### src/rtl/screen_arbiter.sv
// Shares one single-port 8K x 16 screen RAM between timed video fetch slots and the CPU bus.
// Fetched words are serialised LSB-first into a 1-bit pixel stream, gated to the 512x256 window.
module screen_arbiter #(
    parameter int BOX_X         = 64,
    parameter int BOX_Y         = 112,
    parameter int WORDS_PER_ROW = 32,
    parameter int ROWS          = 256,
    parameter int ADDR_W        = 13
) (
    input  logic              CLK,
    input  logic              RESETB,
    input  logic [9:0]        h_count,
    input  logic [9:0]        v_count,
    input  logic              cpu_req,
    input  logic              cpu_we,
    input  logic [ADDR_W-1:0] cpu_addr,
    input  logic [15:0]       cpu_wdata,
    output logic              cpu_ack,
    output logic [15:0]       cpu_rdata,
    output logic [ADDR_W-1:0] mem_addr,
    output logic              mem_we,
    output logic [15:0]       mem_wdata,
    input  logic [15:0]       mem_rdata,
    output logic              pixel
);

    localparam int         WIN_W    = WORDS_PER_ROW * 16;
    localparam int         K_W      = $clog2(WORDS_PER_ROW);
    localparam logic [9:0] SLOT_H0  = 10'(BOX_X - 4);
    localparam logic [9:0] LOAD_H0  = 10'(BOX_X - 1);
    localparam logic [9:0] WIN_X0   = 10'(BOX_X);
    localparam logic [9:0] WIN_X1   = 10'(BOX_X + WIN_W);
    localparam logic [9:0] WIN_Y0   = 10'(BOX_Y);
    localparam logic [9:0] WIN_Y1   = 10'(BOX_Y + ROWS);
    localparam logic [9:0] WIN_SPAN = 10'(WIN_W);

    typedef enum logic [1:0] {
        S_IDLE,
        S_ISSUED,
        S_ACK
    } cpuState_t;

    typedef enum logic [1:0] {
        OWN_NONE,
        OWN_VIDEO,
        OWN_CPU
    } owner_t;

    cpuState_t         r_state;
    cpuState_t         w_nextState;
    owner_t            r_owner;
    owner_t            w_nextOwner;
    logic [ADDR_W-1:0] r_lastAddr;
    logic [15:0]       r_lastWdata;
    logic [15:0]       r_hold;
    logic [15:0]       r_shift;
    logic [15:0]       r_cpuRdata;

    logic              w_vWin;
    logic              w_hWin;
    logic              w_inBox;
    logic [9:0]        w_slotRel;
    logic [9:0]        w_loadRel;
    logic [9:0]        w_rowOff;
    logic              w_slot;
    logic              w_load;
    logic              w_grant;
    logic [K_W-1:0]    w_k;
    logic [ADDR_W-1:0] w_vidAddr;

    // Slots sit 4 pixels ahead of each 16-pixel word; the shift register reloads on the last edge before it.
    assign w_vWin    = (v_count >= WIN_Y0) && (v_count < WIN_Y1);
    assign w_hWin    = (h_count >= WIN_X0) && (h_count < WIN_X1);
    assign w_inBox   = w_vWin && w_hWin;
    assign w_slotRel = h_count - SLOT_H0;
    assign w_loadRel = h_count - LOAD_H0;
    assign w_slot    = RESETB && w_vWin && (h_count >= SLOT_H0) &&
                       (w_slotRel < WIN_SPAN) && (w_slotRel[3:0] == 4'd0);
    assign w_load    = w_vWin && (h_count >= LOAD_H0) &&
                       (w_loadRel < WIN_SPAN) && (w_loadRel[3:0] == 4'd0);
    assign w_k       = w_slotRel[K_W+3:4];
    assign w_rowOff  = v_count - WIN_Y0;
    assign w_vidAddr = (ADDR_W'(w_rowOff) * ADDR_W'(WORDS_PER_ROW)) + ADDR_W'(w_k);

    always_ff @(posedge CLK or negedge RESETB) begin
        if (!RESETB) begin
            r_state <= S_IDLE;
        end else begin
            r_state <= w_nextState;
        end
    end

    always_comb begin
        w_nextState = r_state;
        case (r_state)
            S_IDLE:   if (w_grant) w_nextState = S_ISSUED;
            S_ISSUED: w_nextState = S_ACK;
            S_ACK:    w_nextState = S_IDLE;
            default:  w_nextState = S_IDLE;
        endcase
    end

    always_comb begin
        w_grant = 1'b0;
        cpu_ack = 1'b0;
        case (r_state)
            S_IDLE:  w_grant = RESETB && cpu_req && !w_slot;
            S_ACK:   cpu_ack = 1'b1;
            default: ;
        endcase
    end

    // Video always wins; with no owner the address and data lines keep their last value.
    always_comb begin
        mem_addr    = r_lastAddr;
        mem_wdata   = r_lastWdata;
        mem_we      = 1'b0;
        w_nextOwner = OWN_NONE;
        if (w_slot) begin
            mem_addr    = w_vidAddr;
            w_nextOwner = OWN_VIDEO;
        end else if (w_grant) begin
            mem_addr    = cpu_addr;
            mem_wdata   = cpu_wdata;
            mem_we      = cpu_we;
            w_nextOwner = OWN_CPU;
        end
    end

    always_ff @(posedge CLK or negedge RESETB) begin
        if (!RESETB) begin
            r_lastAddr  <= '0;
            r_lastWdata <= '0;
            r_owner     <= OWN_NONE;
        end else begin
            r_lastAddr  <= mem_addr;
            r_lastWdata <= mem_wdata;
            r_owner     <= w_nextOwner;
        end
    end

    always_ff @(posedge CLK or negedge RESETB) begin
        if (!RESETB) begin
            r_hold     <= '0;
            r_cpuRdata <= '0;
        end else begin
            if (r_owner == OWN_VIDEO) r_hold <= mem_rdata;
            if (r_owner == OWN_CPU)   r_cpuRdata <= mem_rdata;
        end
    end

    always_ff @(posedge CLK or negedge RESETB) begin
        if (!RESETB) begin
            r_shift <= '0;
        end else if (w_load) begin
            r_shift <= r_hold;
        end else if (w_inBox) begin
            r_shift <= {1'b0, r_shift[15:1]};
        end
    end

    assign cpu_rdata = r_cpuRdata;
    assign pixel     = w_inBox && r_shift[0];

endmodule

### config.mk
export PLATFORM = sky130hd
export DESIGN_NAME = screen_arbiter
export DESIGN_NICKNAME = d
export VERILOG_FILES = /design/src/rtl/screen_arbiter.sv
export SDC_FILE = /design/constraint.sdc
export NUM_CORES = 1
export LEC_CHECK = 0
export CAP_MARGIN = 20
export CORE_MARGIN = 2
export CORE_UTILIZATION = 45
export DETAILED_ROUTE_END_ITERATION = 6
export PLACE_DENSITY = 0.77
export RECOVER_POWER = 100
export SLEW_MARGIN = 30
export SYNTH_ARGS = -nofsm -noshare
export SYNTH_HDL_FRONTEND = slang
export SYNTH_SLANG_ARGS = --single-unit
### constraint.sdc
create_clock -name CLK -period 3.1 [get_ports CLK]
set_clock_uncertainty 0.1 [all_clocks]
set_input_delay 0.62 -clock CLK [delete_from_list [all_inputs] [get_ports CLK]]
set_output_delay 0.62 -clock CLK [all_outputs]
set_load 0.02 [all_outputs]
== Yosys cells after proc, flatten, opt, wreduce, memory -nomap -nowiden ==
Cells that the tools add are included.

* Reduce and logical (&&, ||, !) cells: 18
* $add $sub $neg: 4
* $lt $le $gt $ge: 8
* Eq/ne operators: 5
* Mux-type cells: 14

{| class="wikitable"
|+ Operator list
! operator !! count
|-
| $mux W16 || 4
|-
| $lt A10 B10 Y1 const B || 3
|-
| $mux W13 || 2
|-
| $ge A10 B6 Y1 const B || 2
|-
| $ge A10 B7 Y1 const B || 2
|-
| $sub A10 B6 Y10 const B || 2
|-
| $add A13 B5 Y13 || 1
|-
| $logic_and A1 B1 Y1 || 13
|-
| $lt A10 B9 Y1 const B || 1
|-
| $logic_not A4 Y1 || 2
|-
| $sub A8 B7 Y8 const B || 1
|-
| $mux W2 || 3
|-
| $eq A2 B1 Y1 const B || 2
|-
| $eq A2 B2 Y1 const B || 2
|-
| $mux W1 || 4
|-
| $pmux W2 S2 || 1
|-
| $logic_not A2 Y1 || 1
|-
| $ne A2 B2 Y1 const B || 1
|-
| $reduce_bool A2 Y1 || 1
|-
| $logic_not A1 Y1 || 1
|}

* Register bits: 81
* Output and inout port bits: 48
* Word-level logic and storage cells: 56
* Input bits: 69

== Longest topological paths before layout ==
* Word-level depth: 11
* Gate-level depth with buffers: 8
* Depth with buffers taken out: 7

== Worst setup path after synthesis ==
OpenSTA, ideal clock, no wires.

* Path kind: input to output
* From: input port v_count[4]
* To: output port mem_addr[10]
* Buffers on the path: 1
* Data required time: 2.380 ns
* Setup slack: 0.138 ns
* Stages: 7
* Data arrival time: 2.242 ns
* Path through: ha_1 > a21oi_1 > mux2_2 > nand4_4 > inv_2 > buf_2 > o21ai_0

* Longest elaborated chain between the ends: 11
* Elaborated cells between the ends (all ways): 14

{| class="wikitable"
|+ Ends and longest elaborated chain
! what !! line !! text
|-
| start, declared || 13 || <nowiki>input logic [9:0] v_count,</nowiki>
|-
| parallel branches: the longest is 10 deep, another holds $add A13 B5 Y13 || -- ||
|-
| $mux W13 (*) || 119 || <nowiki>if (w_slot) begin</nowiki>
|-
| end, declared || 20 || <nowiki>output logic [ADDR_W-1:0] mem_addr,</nowiki>
|}

Mark *: on every way between the ends.

== Worst setup path after layout ==
* From: input port h_count[8]
* To: output port mem_wdata[14]

* Longest elaborated chain between the ends: 9
* Elaborated cells between the ends (all ways): 11

{| class="wikitable"
|+ Ends and longest elaborated chain
! what !! line !! text
|-
| start, declared || 12 || <nowiki>input logic [9:0] h_count,</nowiki>
|-
| $sub A10 B6 Y10 / $ge A10 B6 Y1 (equally long branches) || 75, 77 ||
|-
| $lt A10 B10 Y1 / $logic_and A1 B1 Y1 (equally long branches) || 78, 77 ||
|-
| $logic_and A1 B1 Y1 (*) || 77 || <nowiki>assign w_slot = RESETB && w_vWin && (h_count >= SLOT_H0) &&</nowiki>
|-
| $logic_and A1 B1 Y1 (*) || 78 || <nowiki>(w_slotRel < WIN_SPAN) && (w_slotRel[3:0] == 4'd0);</nowiki>
|-
| $logic_not A1 Y1 || 107 || <nowiki>S_IDLE: w_grant = RESETB && cpu_req && !w_slot;</nowiki>
|-
| $logic_and A1 B1 Y1 || 107 ||
|-
| $mux W1 || 106 || <nowiki>case (r_state)</nowiki>
|-
| $mux W16 || 122 || <nowiki>end else if (w_grant) begin</nowiki>
|-
| $mux W16 (*) || 119 ||
|-
| end, declared || 22 || <nowiki>output logic [15:0] mem_wdata,</nowiki>
|}

Every way passes the cells marked *; elsewhere a longest branch is shown, timed or not.

==> flow_summary_export.csv <==
group,metric,value,unit
run,cap_violations,0,
pwr,p_clk_share,25.7,%
yosys,synth_fp_nets,357,
yosys,synth_top_cell_area_share,58.3,%
cells_and_area,register_area,2030,sq um
detailed_routing,drtPass1Iterations,4,
setup_path,slowest_stage,"or3_4",
worst_hold_path,hold_path.class,"flop to flop",
floorplanning,die_h,91.9,microns
floorplanning,dieArea,8440,sq um
global_routing,grt_pass1_wl,15100,microns
clock_tree,cts.clk_slew.worst_paths,80,ps
pwr,leakage,2.57,nW
timing,relSlewSlack,20.0,%
yosys,netlist_instances,287,
timing,worstMarginPinSlew,1200,ps
pwr,pwr-share-seq,44.3,%
yosys,synth-warning-count,0,
timing,setup_viol,0,
pwr,p_int,2.15,mW
timing,fmax,0.327,GHz
detailed_routing,wire_per_inst,17.1,microns
cells_and_area,fin_cells,566,
floorplanning,ios,117,
pwr,p_sw,0.953,mW
yosys,ys_ff_latch,81,
yosys,yosysTopAreaCell,"dfrtp_1",
cells_and_area,diodes,0,
placed_design,placedCellCount,515,
yosys,synth_most_common_cell,"dfrtp_1",
clock_tree,cts-root-buf,"clkbuf_8",
yosys,synthTopCellsByArea,"dfrtp_1 58%, mux2_2 12%, nand2_1 4.8%, mux2_4 3.5%, mux2i_1 3.2%",
setup_path,worst-setup-path-type,"input port to output pin",
global_routing,grt_max_degree,49,
detailed_routing,routed_wirelength,9660,microns
floorplanning,fp.dieW,91.9,microns
pwr,p_sw_share,30.8,%
pwr,ir_drop,0.335,mV
global_routing,overflow,0,
cells_and_area,multi_input_area,1540,sq um
clock_tree,tritoncts,"done",
placed_design,gp_congestion,0.826,
detailed_routing,ant_nets,0,
setup_path,worstReg2RegStart,"r_owner[1]",
detailed_routing,drc,0,
cells_and_area,num-nets-final,529,
detailed_routing,viasPerCell,5.13,
cells_and_area,drive_gt1_share,37.9,%
setup_path,crit_path_start,"h_count[8]",
yosys,synth_edf_count,0,
setup_path,slowest_delay,390,ps
global_routing,track_usage,23.0,%
detailed_routing,vias,2904,
setup_path,start_kind,"input port",
placed_design,postPlaceCellArea,4900,sq um
clock_tree,cts.htree.levels,3,
timing,period_needed,3060,ps
yosys,syn_area_per_cell,12.1,sq um
cells_and_area,nFillCells,534,
yosys,async_reset_ff_share,100,%
run_status,status,"finished, final reports clean",
cells_and_area,areaGrowthSynthToFinish,57.0,%
clock_tree,clock-sinks,81,
yosys,synth_seq_area_share,58.3,%
placed_design,numPortBuffers,116,
detailed_routing,drt_iter0_markers,165,
clock_tree,cts.path.max_buffers,2,
setup_path,crit_fanout,5,
global_routing,antenna_found_initial,0,
yosys,ys.flop_type,"dfrtp_1",
clock_tree,cts_buffers,9,
cells_and_area,finish.utilization,71.7,%
worst_hold_path,min_from,"r_lastWdata[6]",
setup_path,cp.arrival,2340,ps
pwr,p_per_area,568,nW/um^2
floorplanning,row_count,32,
yosys,synth.cell_area,3470,sq um
setup_path,path_cells,"buf_6 > or3_4 > or3_4 > nand4_4 > buf_12 > buf_12 > nand2_8 > mux2_4 > buf_6",
floorplanning,coreArea,7610,sq um
global_routing,grt_pass1_vias,3009,
setup_path,required,2380,ps
placed_design,place_ws,-794,ps
setup_path,end_kind,"output pin",
pwr,combinationalPowerShare,30.0,%
timing,fin_ws,38.5,ps
floorplanning,initial_core_util,45.7,%
timing,period_share,98.8,%
cells_and_area,fin_area,5460,sq um
yosys,synth_commonest_cells,"81 x dfrtp_1, 44 x nand2_1, 38 x mux2_2, 18 x nor2_1, 15 x a31oi_1",
timing,hold_violations,0,
clock_tree,clkLatencyLatePin,350,ps
timing,slew_violations,0,
yosys,synth_cell_types,35,
placed_design,dp_hpwl,5750,microns
## cells by family after synthesis
kind of cell | after synthesis | synth area share, %
compound gates | 37 | 6.09
mux | 59 | 19.6
buf+inv | 19 | 2.56
simple gates | 85 | 11.8
flops | 81 | 58.3
fa+ha+maj | 1 | 0.360
xor+xnor | 5 | 1.26
## worst paths after layout
path / slack, ps / depth (start not counted) / endpoint
min in group asynchronous: 480 / 2 / cpu_rdata[3]
worst max register to register: 1260 / 3 / r_hold[7]
worst min-delay path: 400 / 1 / r_lastWdata[6]
worst max-delay path: 40 / 9 / mem_wdata[14]
max in group asynchronous: 1300 / 3 / r_lastWdata[6]
worst min register to register: 400 / 1 / r_lastWdata[6]
## cells in the final DEF, fill, tap and decap left out, types with 2 or more instances in the layout
cell type,count
a211oi_4,2
a21oi_2,2
a31oi_1,15
and2_1,2
and3_1,2
buf_12,2
buf_2,14
buf_4,47
buf_6,16
clkbuf_1,4
clkbuf_2,5
clkbuf_4,4
clkbuf_8,10
clkdlybuf4s50_1,51
clkinv_2,2
dfrtp_1,81
dlygate4sd2_1,9
dlygate4sd3_1,17
dlymetal6s2s_1,2
inv_1,3
inv_6,2
mux2_1,2
mux2_2,31
mux2_4,15
mux2i_1,11
nand2_1,43
nand2_8,3
nand3_1,3
nor2_1,16
nor2_2,2
nor2b_1,5
o21ai_0,4
o21ai_1,7
o21ai_2,4
or3_4,2
xor2_1,4
## state kept, by name, summed over array words and instances, names as in the netlist
signal and count:
r_shift 16, r_owner 2, cpu_rdata 16, r_lastWdata 16, r_lastAddr 13, r_hold 16
r_state 2
## final cells by class
| cell class | count | area share, % |
|---|---|---|
| Timing Repair inverter | 1 | 0.161 |
| Clock buffer | 10 | 2.52 |
| Timing Repair Buffer | 173 | 27.9 |
| Tap cell | 102 | 2.34 |
| Clock inverter | 6 | 1.19 |
| Sequential cell | 81 | 37.2 |
| Inverter | 4 | 0.505 |
| Multi-Input combinational cell | 189 | 28.2 |
## worst max-delay path: cells and delay by family
kind                   cells  cell delay (ps)
muxes                      1              320
buffers and inverters      4              490
and+or+nand+nor            4              900
## repair_timing
| item | CTS | global route |
|---|---|---|
| setup buffers | 21 | 10 |
| hold buffers | 0 | 0 |
| gates cloned | 2 | 2 |
| pin swaps | 10 | 5 |
| resized for setup | 207 | 33 |
| endpoints found under the setup margin | 31 | 44 |
## through the flow
step           TNS, ps  hold slack [ps]  power [mW]
2_1_floorplan        0              224        1.82
3_3_place_gp    -20060              373        2.26
3_5_place_dp    -21870              379        2.29
4_1_cts              0              136        3.10
5_1_grt          -37.5              424        3.25
6_report             0              405        3.10
## metal layers
layer / GRT usage [%] / routed length (microns)
met1: 28.8 / 3880
met2: 39.5 / 5050
met3: 4.77 / 418
met4: 8.21 / 317
met5: 0 / 0
## power groups by stage
stage	sequential (mW)	clock [mW]	combinational (mW)
finish	1.37	0.796	0.930
global route	1.39	0.860	0.995
CTS	1.37	0.812	0.916
detailed placement	1.39	0	0.904
global placement	1.38	0	0.884
floorplan	1.42	0	0.403
Note: power is estimated with default switching activity, not from simulation.
==> variant (config.mk and constraints unchanged) <==
Reset style: synchronous (`RESETB`), changed in 4 clocked blocks.
--- a/src/rtl/screen_arbiter.sv
+++ b/src/rtl/screen_arbiter.sv
@@ -83,5 +83,5 @@
     assign w_vidAddr = (ADDR_W'(w_rowOff) * ADDR_W'(WORDS_PER_ROW)) + ADDR_W'(w_k);
 
-    always_ff @(posedge CLK or negedge RESETB) begin
+    always_ff @(posedge CLK) begin
         if (!RESETB) begin
             r_state <= S_IDLE;
@@ -128,5 +128,5 @@
     end
 
-    always_ff @(posedge CLK or negedge RESETB) begin
+    always_ff @(posedge CLK) begin
         if (!RESETB) begin
             r_lastAddr  <= '0;
@@ -140,5 +140,5 @@
     end
 
-    always_ff @(posedge CLK or negedge RESETB) begin
+    always_ff @(posedge CLK) begin
         if (!RESETB) begin
             r_hold     <= '0;
@@ -150,5 +150,5 @@
     end
 
-    always_ff @(posedge CLK or negedge RESETB) begin
+    always_ff @(posedge CLK) begin
         if (!RESETB) begin
             r_shift <= '0;
Function: differs if RESETB is asserted again (counterexample within 4 cycles, from zero or initial values and one cycle with RESETB low); with RESETB held inactive, the same outputs for 10 cycles.
==> variant against the unedited design <==
  * Setup slack lost 0.24 ns
  * Critical endpoint is now mem_addr[4]
  * Area after synthesis grew 7.3%
  * Critical path type unchanged
  * Register-to-register slack lost 0.09 ns
  * Largest power group unchanged
  * Cell count grew 32%
  * Sequential cell count is the same
  * The flow now finishes with violations (capacitance limit, slew limit, setup timing)
  * Routed wire length grew 38%
  * Cell area grew 14%
  * Total power shrank 22%
==> variant: results (changes against the unedited design) <==
[layout]
fillers=482  ; -9.7%
layout.nets=709  ; +34%
drive_gt1_share_pct=33.4  ; -4.5 points

[global_routing]
grt_max_degree=56  ; +14%
track_usage_pct=25.2  ; +2.2 points

[power_and_ir_drop]
p_leak_nw=2.50  ; -2.7%
powerDensity_nw_per_um2=391  ; -31%
vdd_drop_max_mv=0.257  ; -23%

[timing]
maxSlewViolCount=56  ; +56
tns_ns=-3.32  ; -3.32 ns
setup_violations=31  ; +31
setup_slack_ns=-0.201  ; -0.240 ns
tightest_slew_ns=1.85  ; +0.653 ns

[run_status]
violations=capacitance limit, slew limit, setup timing
status=finished with violations

[place]
dp_hpwl_mm=7.08  ; +23%
place_ws_ns=-1.04  ; -0.242 ns
placed_area_sq_um=5390  ; +9.9%
dpl.cell_count=681  ; +32%
gp_congestion=0.802  ; -2.9%

[worst_setup_path]
ff2ff_setup_slack_ns=1.17  ; -0.09 ns
cp_slowest_stage_delay_ns=0.63  ; +0.24 ns
slowest_stage=or4b_4
arrival_ns=2.58  ; +0.24 ns
crit_path_max_fanout=7  ; +2

[route]
vias=3941  ; +36%
wire_per_inst_um=17.8  ; +4.5%
drt_wl_total_mm=13.4  ; +38%

[synthesis]
ys_seq_area_share_pct=43.5  ; -15 points
synth.avg_cell_area_sq_um=8.40  ; -31%

[run]
timing.max_cap.violations=1  ; +1

variant: what timing repair did:
item	4_1_cts	5_1_grt
gates resized for setup	191	69
buffers inserted	35	12
gates cloned	2	3
pin swaps	7	8
endpoints found under the setup margin	31	31
variant: routing by layer:
metal  up-vias  wire length, um  part of all wire (%)  GRT usage (%)
li1       1882                -                     -              -
met1      1844             5350                    40           29.5
met2       177             6620                    50           44.4
met3        38             1020                   7.6           6.88
met4         0              372                   2.8           8.45
met5         -                0                     0              0
variant: final cells by class:
type	count	area share (%)
clock inverters	6	0.805
inverters	17	1.03
clock buffers	10	2.21
multi-input cells	311	35.8
repair buffers	219	31.9
well taps	105	2.11
flip-flops and latches	81	26.1
variant: worst register-to-register path, delay by kind of cell (launching register included):
| family | cells | cell delay (ns) |
|---|---|---|
| muxes | 2 | 0.52 |
| buffers and inverters | 1 | 0.35 |
| and+or+nand+nor | 2 | 0.50 |
| DFF | 1 | 0.35 |
variant: worst paths after layout:
check / start / to / cells past startpoint
setup / recovery: h_count[5] / mem_addr[4] / 8
hold / removal: r_hold[6] / r_hold[6] / 2
setup reg to reg: r_state[0] / r_lastAddr[0] / 5
hold reg to reg: r_hold[6] / r_hold[6] / 2
variant: report_power, final:
part | internal (mW) | switching [mW]
sequential | 1.08 | 0.0218
combinational | 0.314 | 0.291
clock | 0.321 | 0.403
variant: cells by family after synthesis:
| group | count (synthesis) | share of synthesized area (%) |
|---|---|---|
| flops | 81 | 43.5 |
| simple gates | 169 | 19.9 |
| compound gates | 108 | 21.3 |
| buf+inv | 54 | 6.81 |
| fa+ha+maj | 1 | 0.335 |
| xor+xnor | 9 | 2.11 |
| mux | 22 | 6.04 |
